**src/rtl/if_fetch_stage_if.sv**
```systemverilog
// if_fetch_stage_if: instruction-memory request/response bus between fetch and imem
interface if_fetch_stage_if;
  logic        imem_req_o;
  logic [31:0] imem_addr_o;
  logic        imem_rvalid_i;
  logic [31:0] imem_rdata_i;
  modport master(output imem_req_o, imem_addr_o, input imem_rvalid_i, imem_rdata_i);
  modport slave(input imem_req_o, imem_addr_o, output imem_rvalid_i, imem_rdata_i);
endinterface

```
**src/rtl/if_fetch_stage.sv**
```systemverilog
// if_fetch_stage: PC, single-outstanding imem fetch, IF/ID register with skid buffer and redirect
module if_fetch_stage #(
  parameter logic [31:0] RESET_PC = 32'h0000_0000,
  parameter logic [31:0] NOP_INST = 32'h0000_0013
) (
  input  logic              clk_i,
  input  logic              rst_i,
  input  logic              stall_i,
  input  logic              flush_i,
  input  logic              redirect_i,
  input  logic [31:0]       redirect_pc_i,
  if_fetch_stage_if.master  imem,
  output logic [31:0]       PC_o,
  output logic [31:0]       instID_o,
  output logic              valid_o
);
  localparam logic [1:0] ISSUE = 2'd0, WAIT = 2'd1, DRAIN = 2'd2, HOLD = 2'd3;
  logic [1:0]  state;
  logic [31:0] pc_q, skid_pc, skid_inst;
  logic        rsp, keep;
  assign rsp = state == WAIT && imem.imem_rvalid_i;
  assign keep = stall_i && !flush_i;
  assign imem.imem_req_o = state == ISSUE && !rst_i;
  assign imem.imem_addr_o = pc_q;
  // HOLD means the skid buffer is full; leaving HOLD empties it
  always_ff @(posedge clk_i or posedge rst_i)
    if (rst_i) begin
      state     <= ISSUE;
      pc_q      <= RESET_PC;
      skid_pc   <= '0;
      skid_inst <= '0;
      PC_o      <= '0;
      instID_o  <= NOP_INST;
      valid_o   <= 1'b0;
    end else if (redirect_i) begin
      pc_q     <= redirect_pc_i & ~32'd3;
      instID_o <= NOP_INST;
      valid_o  <= 1'b0;
      state    <= (state == ISSUE || ((state == WAIT || state == DRAIN) && !imem.imem_rvalid_i)) ? DRAIN : ISSUE;
    end else begin
      if (flush_i) begin
        instID_o <= NOP_INST;
        valid_o  <= 1'b0;
      end else if (!stall_i && rsp) begin
        PC_o     <= pc_q;
        instID_o <= imem.imem_rdata_i;
        valid_o  <= 1'b1;
      end else if (!stall_i && state == HOLD) begin
        PC_o     <= skid_pc;
        instID_o <= skid_inst;
        valid_o  <= 1'b1;
      end
      if (rsp) begin
        pc_q      <= pc_q + 32'd4;
        skid_pc   <= pc_q;
        skid_inst <= imem.imem_rdata_i;
      end
      state <= state == ISSUE ? WAIT :
               rsp ? (keep ? HOLD : ISSUE) :
               (state == DRAIN && imem.imem_rvalid_i) ? ISSUE :
               (state == HOLD && !keep) ? ISSUE : state;
    end
endmodule

```
**src/flat_wrapper.sv**
```systemverilog
// flat-port wrapper written by rule: the top's interface ports become plain ports
module if_fetch_stage_flat 
#(
  parameter logic [31:0] RESET_PC = 32'h0000_0000,
  parameter logic [31:0] NOP_INST = 32'h0000_0013
)
  (clk_i, rst_i, stall_i, flush_i, redirect_i, redirect_pc_i, PC_o, instID_o, valid_o, imem_imem_req_o, imem_imem_addr_o, imem_imem_rvalid_i, imem_imem_rdata_i);
  if_fetch_stage_if imem_i ();
  input  logic clk_i;
  input  logic rst_i;
  input  logic stall_i;
  input  logic flush_i;
  input  logic redirect_i;
  input  logic [31:0] redirect_pc_i;
  output logic [31:0] PC_o;
  output logic [31:0] instID_o;
  output logic valid_o;
  output wire logic [$bits(imem_i.imem_req_o)-1:0] imem_imem_req_o;
  output wire logic [$bits(imem_i.imem_addr_o)-1:0] imem_imem_addr_o;
  input wire logic [$bits(imem_i.imem_rvalid_i)-1:0] imem_imem_rvalid_i;
  input wire logic [$bits(imem_i.imem_rdata_i)-1:0] imem_imem_rdata_i;
  assign imem_imem_req_o = imem_i.imem_req_o;
  assign imem_imem_addr_o = imem_i.imem_addr_o;
  assign imem_i.imem_rvalid_i = imem_imem_rvalid_i;
  assign imem_i.imem_rdata_i = imem_imem_rdata_i;
  if_fetch_stage #(.RESET_PC(RESET_PC), .NOP_INST(NOP_INST)) u_core (.clk_i(clk_i), .rst_i(rst_i), .stall_i(stall_i), .flush_i(flush_i), .redirect_i(redirect_i), .redirect_pc_i(redirect_pc_i), .imem(imem_i), .PC_o(PC_o), .instID_o(instID_o), .valid_o(valid_o));
endmodule
```
**config.mk**
```make
export PLATFORM = sky130hd
export DESIGN_NAME = if_fetch_stage_flat
export DESIGN_NICKNAME = d
export VERILOG_FILES = /design/src/rtl/if_fetch_stage_if.sv /design/src/rtl/if_fetch_stage.sv /design/src/flat_wrapper.sv
export SDC_FILE = /design/constraint.sdc
export NUM_CORES = 1
export LEC_CHECK = 0
export BUFFER_PORTS_ARGS = -buffer_cell sky130_fd_sc_hd__buf_2
export CAP_MARGIN = 20
export CELL_PAD_IN_SITES_DETAIL_PLACEMENT = 1
export CELL_PAD_IN_SITES_GLOBAL_PLACEMENT = 1
export CORE_MARGIN = 2
export CORE_UTILIZATION = 42
export DETAILED_ROUTE_END_ITERATION = 10
export PLACE_DENSITY = 0.78
export SLEW_MARGIN = 5
export SYNTH_ARGS = -nofsm -noshare
export SYNTH_HDL_FRONTEND = slang
export SYNTH_SLANG_ARGS = --single-unit
```
**constraint.sdc**
```tcl
create_clock -name clk_i -period 6.9 [get_ports clk_i]
set_input_delay 1.38 -clock clk_i [delete_from_list [all_inputs] [get_ports clk_i]]
set_output_delay 1.38 -clock clk_i [all_outputs]
set_load 0.05 [all_outputs]
```
==> impl_metrics.tcl, run 1 <==
set metrics [dict create \
    rsz0062_at_grt "no" \
    place.gp.congestion 0.774 \
    cts_hold_buf 0 \
    ioPinCount 168 \
    ant_nets 0 \
    ys_warn_count 0 \
    critPathKind "input port to register" \
    antenna_found_initial 1 \
    synth_top_area_share_pct 52.9 \
    fillers 1910 \
    crit_path_start_kind "input port" \
    setup_viol 0 \
    fin_skew_ps 10.4 \
    grt_usage_pct 21.4 \
    slew_headroom_pct 29.7 \
    dieArea_mm2 0.0184 \
    cts-root-buf "clkbuf_16" \
    slew_violations 0 \
    synthArstFlopShare_pct 100 \
    layout-drive-gt1-share_pct 33.9 \
    timing.fmax_mhz 254 \
    grt_pass1_wl_um 30800 \
    vias 5611 \
    yosysTopAreaCell "dfrtp_1" \
    clock_latency_ps 420 \
    period_share_pct 57.0 \
    hold_viol_final 0 \
    ctsResizeCount 0 \
    cts_buffer_depth 2 \
    synth.avg_cell_area_um2 11.2 \
    endpoint_kind "register" \
    period_needed_ps 3940 \
    synth_seq_cells 157 \
    rows 48 \
    synth_flop_cell "dfrtp_1" \
    wire_per_inst_um 18.5 \
    powerDensity_mw_per_mm2 418 \
    path_max_fanout 64 \
    grt_pass1_vias 5944 \
    die_width_um 136 \
    crit_arrival_ps 4230 \
    worstHoldPathType "register to register" \
    finish.net_count 862 \
    syn_area_mm2 0.00728 \
    ir_drop_mv 0.262 \
    finalSetupTns_ps 0 \
    dpl.hpwl_um 13100 \
    viasPerCell 5.46 \
    power.leakage_uw 0.00433 \
    synthTopCellsByArea "dfrtp_1, mux2_2, mux2i_1, nor2_1, a211oi_1" \
    cts_tree "done" \
    cts_num_sinks 157 \
    port_buffers 161 \
    die_y_um 136 \
    synth_edf_count 0 \
    cap_violations 0 \
    htree_levels 4 \
    cts_buffers 17 \
    ys_seq_area_share_pct 54.0 \
    firstDrtPassIters 4 \
    drtIter0Drc 248 \
    core_area_mm2 0.0171 \
    initial_core_util_pct 42.5 \
    worstPathRequired_ps 7200 \
    post_cts_buffers 0 \
    clk_pin_slew_ps 60 \
    synthCells 650 \
    routed_wl_um 19000 \
    syn2layout_area_growth_pct 20.5 \
    grt-ovfl-total 0 \
    drc_errors 0 \
    synth.distinct_cells 44 \
    worst_pin_slew_ps 1050 \
    grt_max_degree 94 \
    outcome "finished, final reports clean" \
    whs_ps 497 \
]
[power by group]
group          switching (uW)  total [uW]  internal [uW]
combinational             874        1320            448
clock                     402         909            508
sequential                203        1440           1240
[registers in the layout, summed over array words and instances, names as in the netlist]
name and count:
u_core.imem.imem_addr_o 30, u_core.instID_o 32, u_core.state 2, u_core.valid_o 1, u_core.skid_inst 32, u_core.PC_o 30, u_core.skid_pc 30
[final timing paths]
check / slack, ps / startpoint / to / cells past startpoint
setup / recovery: 2960 / redirect_i / u_core.skid_pc[29]$_DFFE_PP0P_ / 4
hold / removal: 500 / u_core.skid_pc[22]$_DFFE_PP0P_ / u_core.skid_pc[22]$_DFFE_PP0P_ / 2
setup reg to reg: 4140 / u_core.state[1]$_DFFE_PP0P_ / u_core.instID_o[5]$_DFFE_PP0P_ / 6
hold reg to reg: 500 / u_core.skid_pc[22]$_DFFE_PP0P_ / u_core.skid_pc[22]$_DFFE_PP0P_ / 2
max in group asynchronous: 4460 / rst_i / u_core.instID_o[30]$_DFFE_PP0P_ / 3
min in group asynchronous: 1140 / rst_i / u_core.state[0]$_DFFE_PP0P_ / 2
[Yosys cell counts, drive strengths merged (13+ instances only)]
cell type	instances
nor2	82
buf	24
a21oi	33
dfrtp	154
a211oi	29
clkbuf	25
nand4	15
mux2i	61
nand2	36
mux2	60
a31oi	13
o21ai	21
[through the flow]
stage	worst slack, ps	utilization, %	power (uW)	cell area, um^2	cells
global placement	2620	47.7	2690	8170	992
detailed placement	2510	47.8	2790	8190	993
CTS	2950	51.2	3710	8760	1025
floorplan	1290	-	2430	7290	653
finish	2960	51.2	3670	8770	1027
global route	2690	51.2	3880	8770	1026
[cells in the final DEF, fill, tap and decap left out, drive strengths merged, types with 2 or more instances in the layout]
master  netlist  layout
buf          24     166
dfrtp       154     154
nor2         82      82
mux2i        61      61
mux2         60      60
nand2        36      36
a21oi        33      33
a211oi       29      29
o21ai        21      21
clkbuf       25      17
nand4        15      15
a31oi        13      13
inv           6      13
xor2         12      12
or4          12      12
nand3        12      12
o31ai         9       9
o211ai        7       7
and4          7       7
clkinv        0       6
ha            5       5
conb          1       4
or3           4       4
and3          4       4
dfstp         3       3
diode         0       2
or2           2       2
nor2b         2       2
[kinds of logic after synthesis]
logic type	share of synthesized area, %
AND/OR/NAND/NOR	12.1
buffers and inverters	4.02
other	0.0515
adder cells (fa/ha/maj)	0.859
XOR/XNOR	1.44
AO/OA/AOI/OAI	9.81
flip-flops	54.0
multiplexers	17.7
[routing by layer]
metal  share of wire (%)  wire [um]  GRT usage (%)
met1                  43       8120           27.3
met2                  50       9580           36.1
met3                 5.3       1020           5.16
met4                 1.7        331           6.66
met5                   0          0              0
[layout make-up]
class	instances	area, um^2	share of cell area (%)
well taps	225	282	3.21
clock buffers	17	425	4.85
clock inverters	15	150	1.71
multi-input cells	439	3090	35.2
diodes	2	5.00	0.0571
inverters	6	27.5	0.314
repair buffers	166	856	9.76
flip-flops and latches	157	3930	44.8
[critical path, stage by stage]
cell and delay (ps):
buf_2 300, inv_1 870, nand3_4 1040, mux2_2 610
No activity file was read; power rests on OpenSTA's default activity.
==> run 2: changes to the inputs <==
--- a/config.mk
+++ b/config.mk
@@ -10,9 +10,9 @@
 export CELL_PAD_IN_SITES_DETAIL_PLACEMENT = 1
 export CELL_PAD_IN_SITES_GLOBAL_PLACEMENT = 1
 export CORE_MARGIN = 2
-export CORE_UTILIZATION = 42
+export CORE_UTILIZATION = 38
 export DETAILED_ROUTE_END_ITERATION = 10
-export PLACE_DENSITY = 0.78
+export PLACE_DENSITY = 0.74
 export SLEW_MARGIN = 5
 export SYNTH_ARGS = -nofsm -noshare
 export SYNTH_HDL_FRONTEND = slang
==> constraint.sdc (replaced) <==
create_clock -name clk_i -period 3.4 [get_ports clk_i]
set_input_delay 0.68 -clock clk_i [delete_from_list [all_inputs] [get_ports clk_i]]
set_output_delay 0.68 -clock clk_i [all_outputs]
set_load 0.05 [all_outputs]
==> impl_metrics.tcl, run 2 (synthesis gave the netlist of run 1 again) <==
set metrics [dict create \
    outcome "finished, final reports clean" \
    htree_levels 4 \
    endpoint_kind "register" \
    post_cts_buffers 0 \
    period_needed_ps 2410 \
    final_cell_mix "buf_2, dfrtp_1, nor2_1, mux2i_1, mux2_2" \
    die_width_um 142 \
    grt_usage_pct 19.9 \
    critPathKind "register to register" \
    vias 5591 \
    hold_viol_final 0 \
    powerDensity_mw_per_mm2 844 \
    worstPathRequired_ps 3740 \
    ir_drop_mv 0.486 \
    fin_skew_ps 9.54 \
    path_max_fanout 13 \
    clock_latency_ps 420 \
    ant_nets 0 \
    dpl.hpwl_um 13200 \
    slew_violations 0 \
    period_share_pct 70.7 \
    clk_pin_slew_ps 60 \
    crit_arrival_ps 2750 \
    cts_tree "done" \
    rows 50 \
    dieArea_mm2 0.0203 \
    setup_viol 0 \
    wire_per_inst_um 18.5 \
    routed_wl_um 19300 \
    power_frac_comb_pct 36.0 \
    p_switching_uw 2920 \
    swShare_pct 39.2 \
    whs_ps 283 \
    place.gp.congestion 0.794 \
    grt_pass1_vias 6093 \
    grt_max_degree 90 \
    final_common_cell "buf_2" \
    final_area_mm2 0.00885 \
    worstHoldPathType "input port to asynchronous set/reset pin" \
    power.leakage_uw 0.00435 \
    die_y_um 142 \
    worst_pin_slew_ps 693 \
    ctsResizeCount 0 \
    cts-root-buf "clkbuf_16" \
    cts_buffers 17 \
    num_antenna_cells 0 \
    seqPwrFrac_pct 38.9 \
    reg.largest.list "u_core.instID_o x32, u_core.skid_inst x32" \
    cts_num_sinks 157 \
    viasPerCell 5.38 \
    post-place-ws_ps 982 \
    grt_pass1_wl_um 31800 \
    core_area_mm2 0.0188 \
    crit_path_start_kind "register" \
    ioPinCount 168 \
    internal-power_uw 4540 \
    timing.fmax_mhz 416 \
    placed_area_mm2 0.00827 \
    firstDrtPassIters 4 \
    drc_errors 0 \
    port_buffers 161 \
    finalSetupTns_ps 0 \
    slew_headroom_pct 52.6 \
    rsz0062_at_grt "no" \
    cts_buffer_depth 2 \
    antenna_found_initial 0 \
    fin_ws_ps 995 \
    layout-drive-gt1-share_pct 33.9 \
    fillers 2109 \
    drtIter0Drc 193 \
    syn2layout_area_growth_pct 21.5 \
    initial_core_util_pct 38.8 \
    grt-ovfl-total 0 \
    clock_power_share_pct 25.1 \
    cap_violations 0 \
    finish.net_count 868 \
    cts_hold_buf 0 \
]
==> run 2: cell types whose count changed in the layout (fill, tap and decap cells not counted), sizes merged <==
cell / previous run / this run
clkinvlp: 1 / 4
inv: 13 / 6
clkbuf: 17 / 23
clkinv: 6 / 3
bufinv: 1 / 2
buf: 166 / 172
diode: 2 / 0
==> run 2: final cells by class <==
type	instances	area, um^2	area share (%)
clock buffer	23	468	5.29
clock inverter	9	110	1.24
inverter	6	26.3	0.297
multi-input combinational	439	3090	34.9
sequential	157	3930	44.5
tap	234	293	3.31
timing repair buffer	172	926	10.5
==> run 2: power groups by stage <==
stage / clock network, uW / logic [uW] / registers (uW)
floorplan: 0 / 1210 / 3720
global placement: 0 / 2610 / 2880
detailed placement: 0 / 2710 / 2930
CTS: 1930 / 2730 / 2910
global route: 2010 / 2900 / 3000
finish: 1880 / 2690 / 2900
==> run 2: final timing paths <==
kind	startpoint	to	slack, ps	depth (start not counted)
min reg2reg	u_core.skid_pc[22]$_DFFE_PP0P_	u_core.skid_pc[22]$_DFFE_PP0P_	500	2
max in group asynchronous	rst_i	u_core.skid_inst[12]$_DFFE_PP0P_	2140	3
max	u_core.state[1]$_DFFE_PP0P_	u_core.imem.imem_addr_o[29]$_DFFE_PP0P_	990	6
min	rst_i	u_core.PC_o[23]$_DFFE_PP0P_	280	2
min in group clk_i	redirect_pc_i[11]	u_core.imem.imem_addr_o[11]$_DFFE_PP0P_	470	3
max reg2reg	u_core.state[1]$_DFFE_PP0P_	u_core.imem.imem_addr_o[29]$_DFFE_PP0P_	990	6
==> run 2: layer usage <==
| layer | vias up | global-route usage [%] | share of wire [%] |
|---|---|---|---|
| met1 | 2809 | 24.4 | 43 |
| met4 | 0 | 6.36 | 1.7 |
| met5 | - | 0 | 0 |
| li1 | 2615 | - | - |
| met2 | 141 | 34.9 | 50 |
| met3 | 26 | 4.48 | 5.1 |
==> run 2: per-stage QoR <==
step,power [uW],util [%],std cells
after global routing,7910,47.1,1040
final,7470,47.1,1040
after detailed placement,5650,44.1,1008
after floorplan,4930,-,653
after global placement,5490,44.1,1008
after CTS,7560,47.1,1040
==> run 2: worst max-delay path, cell delays in order (launching register included) <==
cell and delay [ps]:
dfrtp_1 410, inv_1 110, ha_1 360, and4_1 490, nand3_4 230, or4_1 560
a31oi_1 170
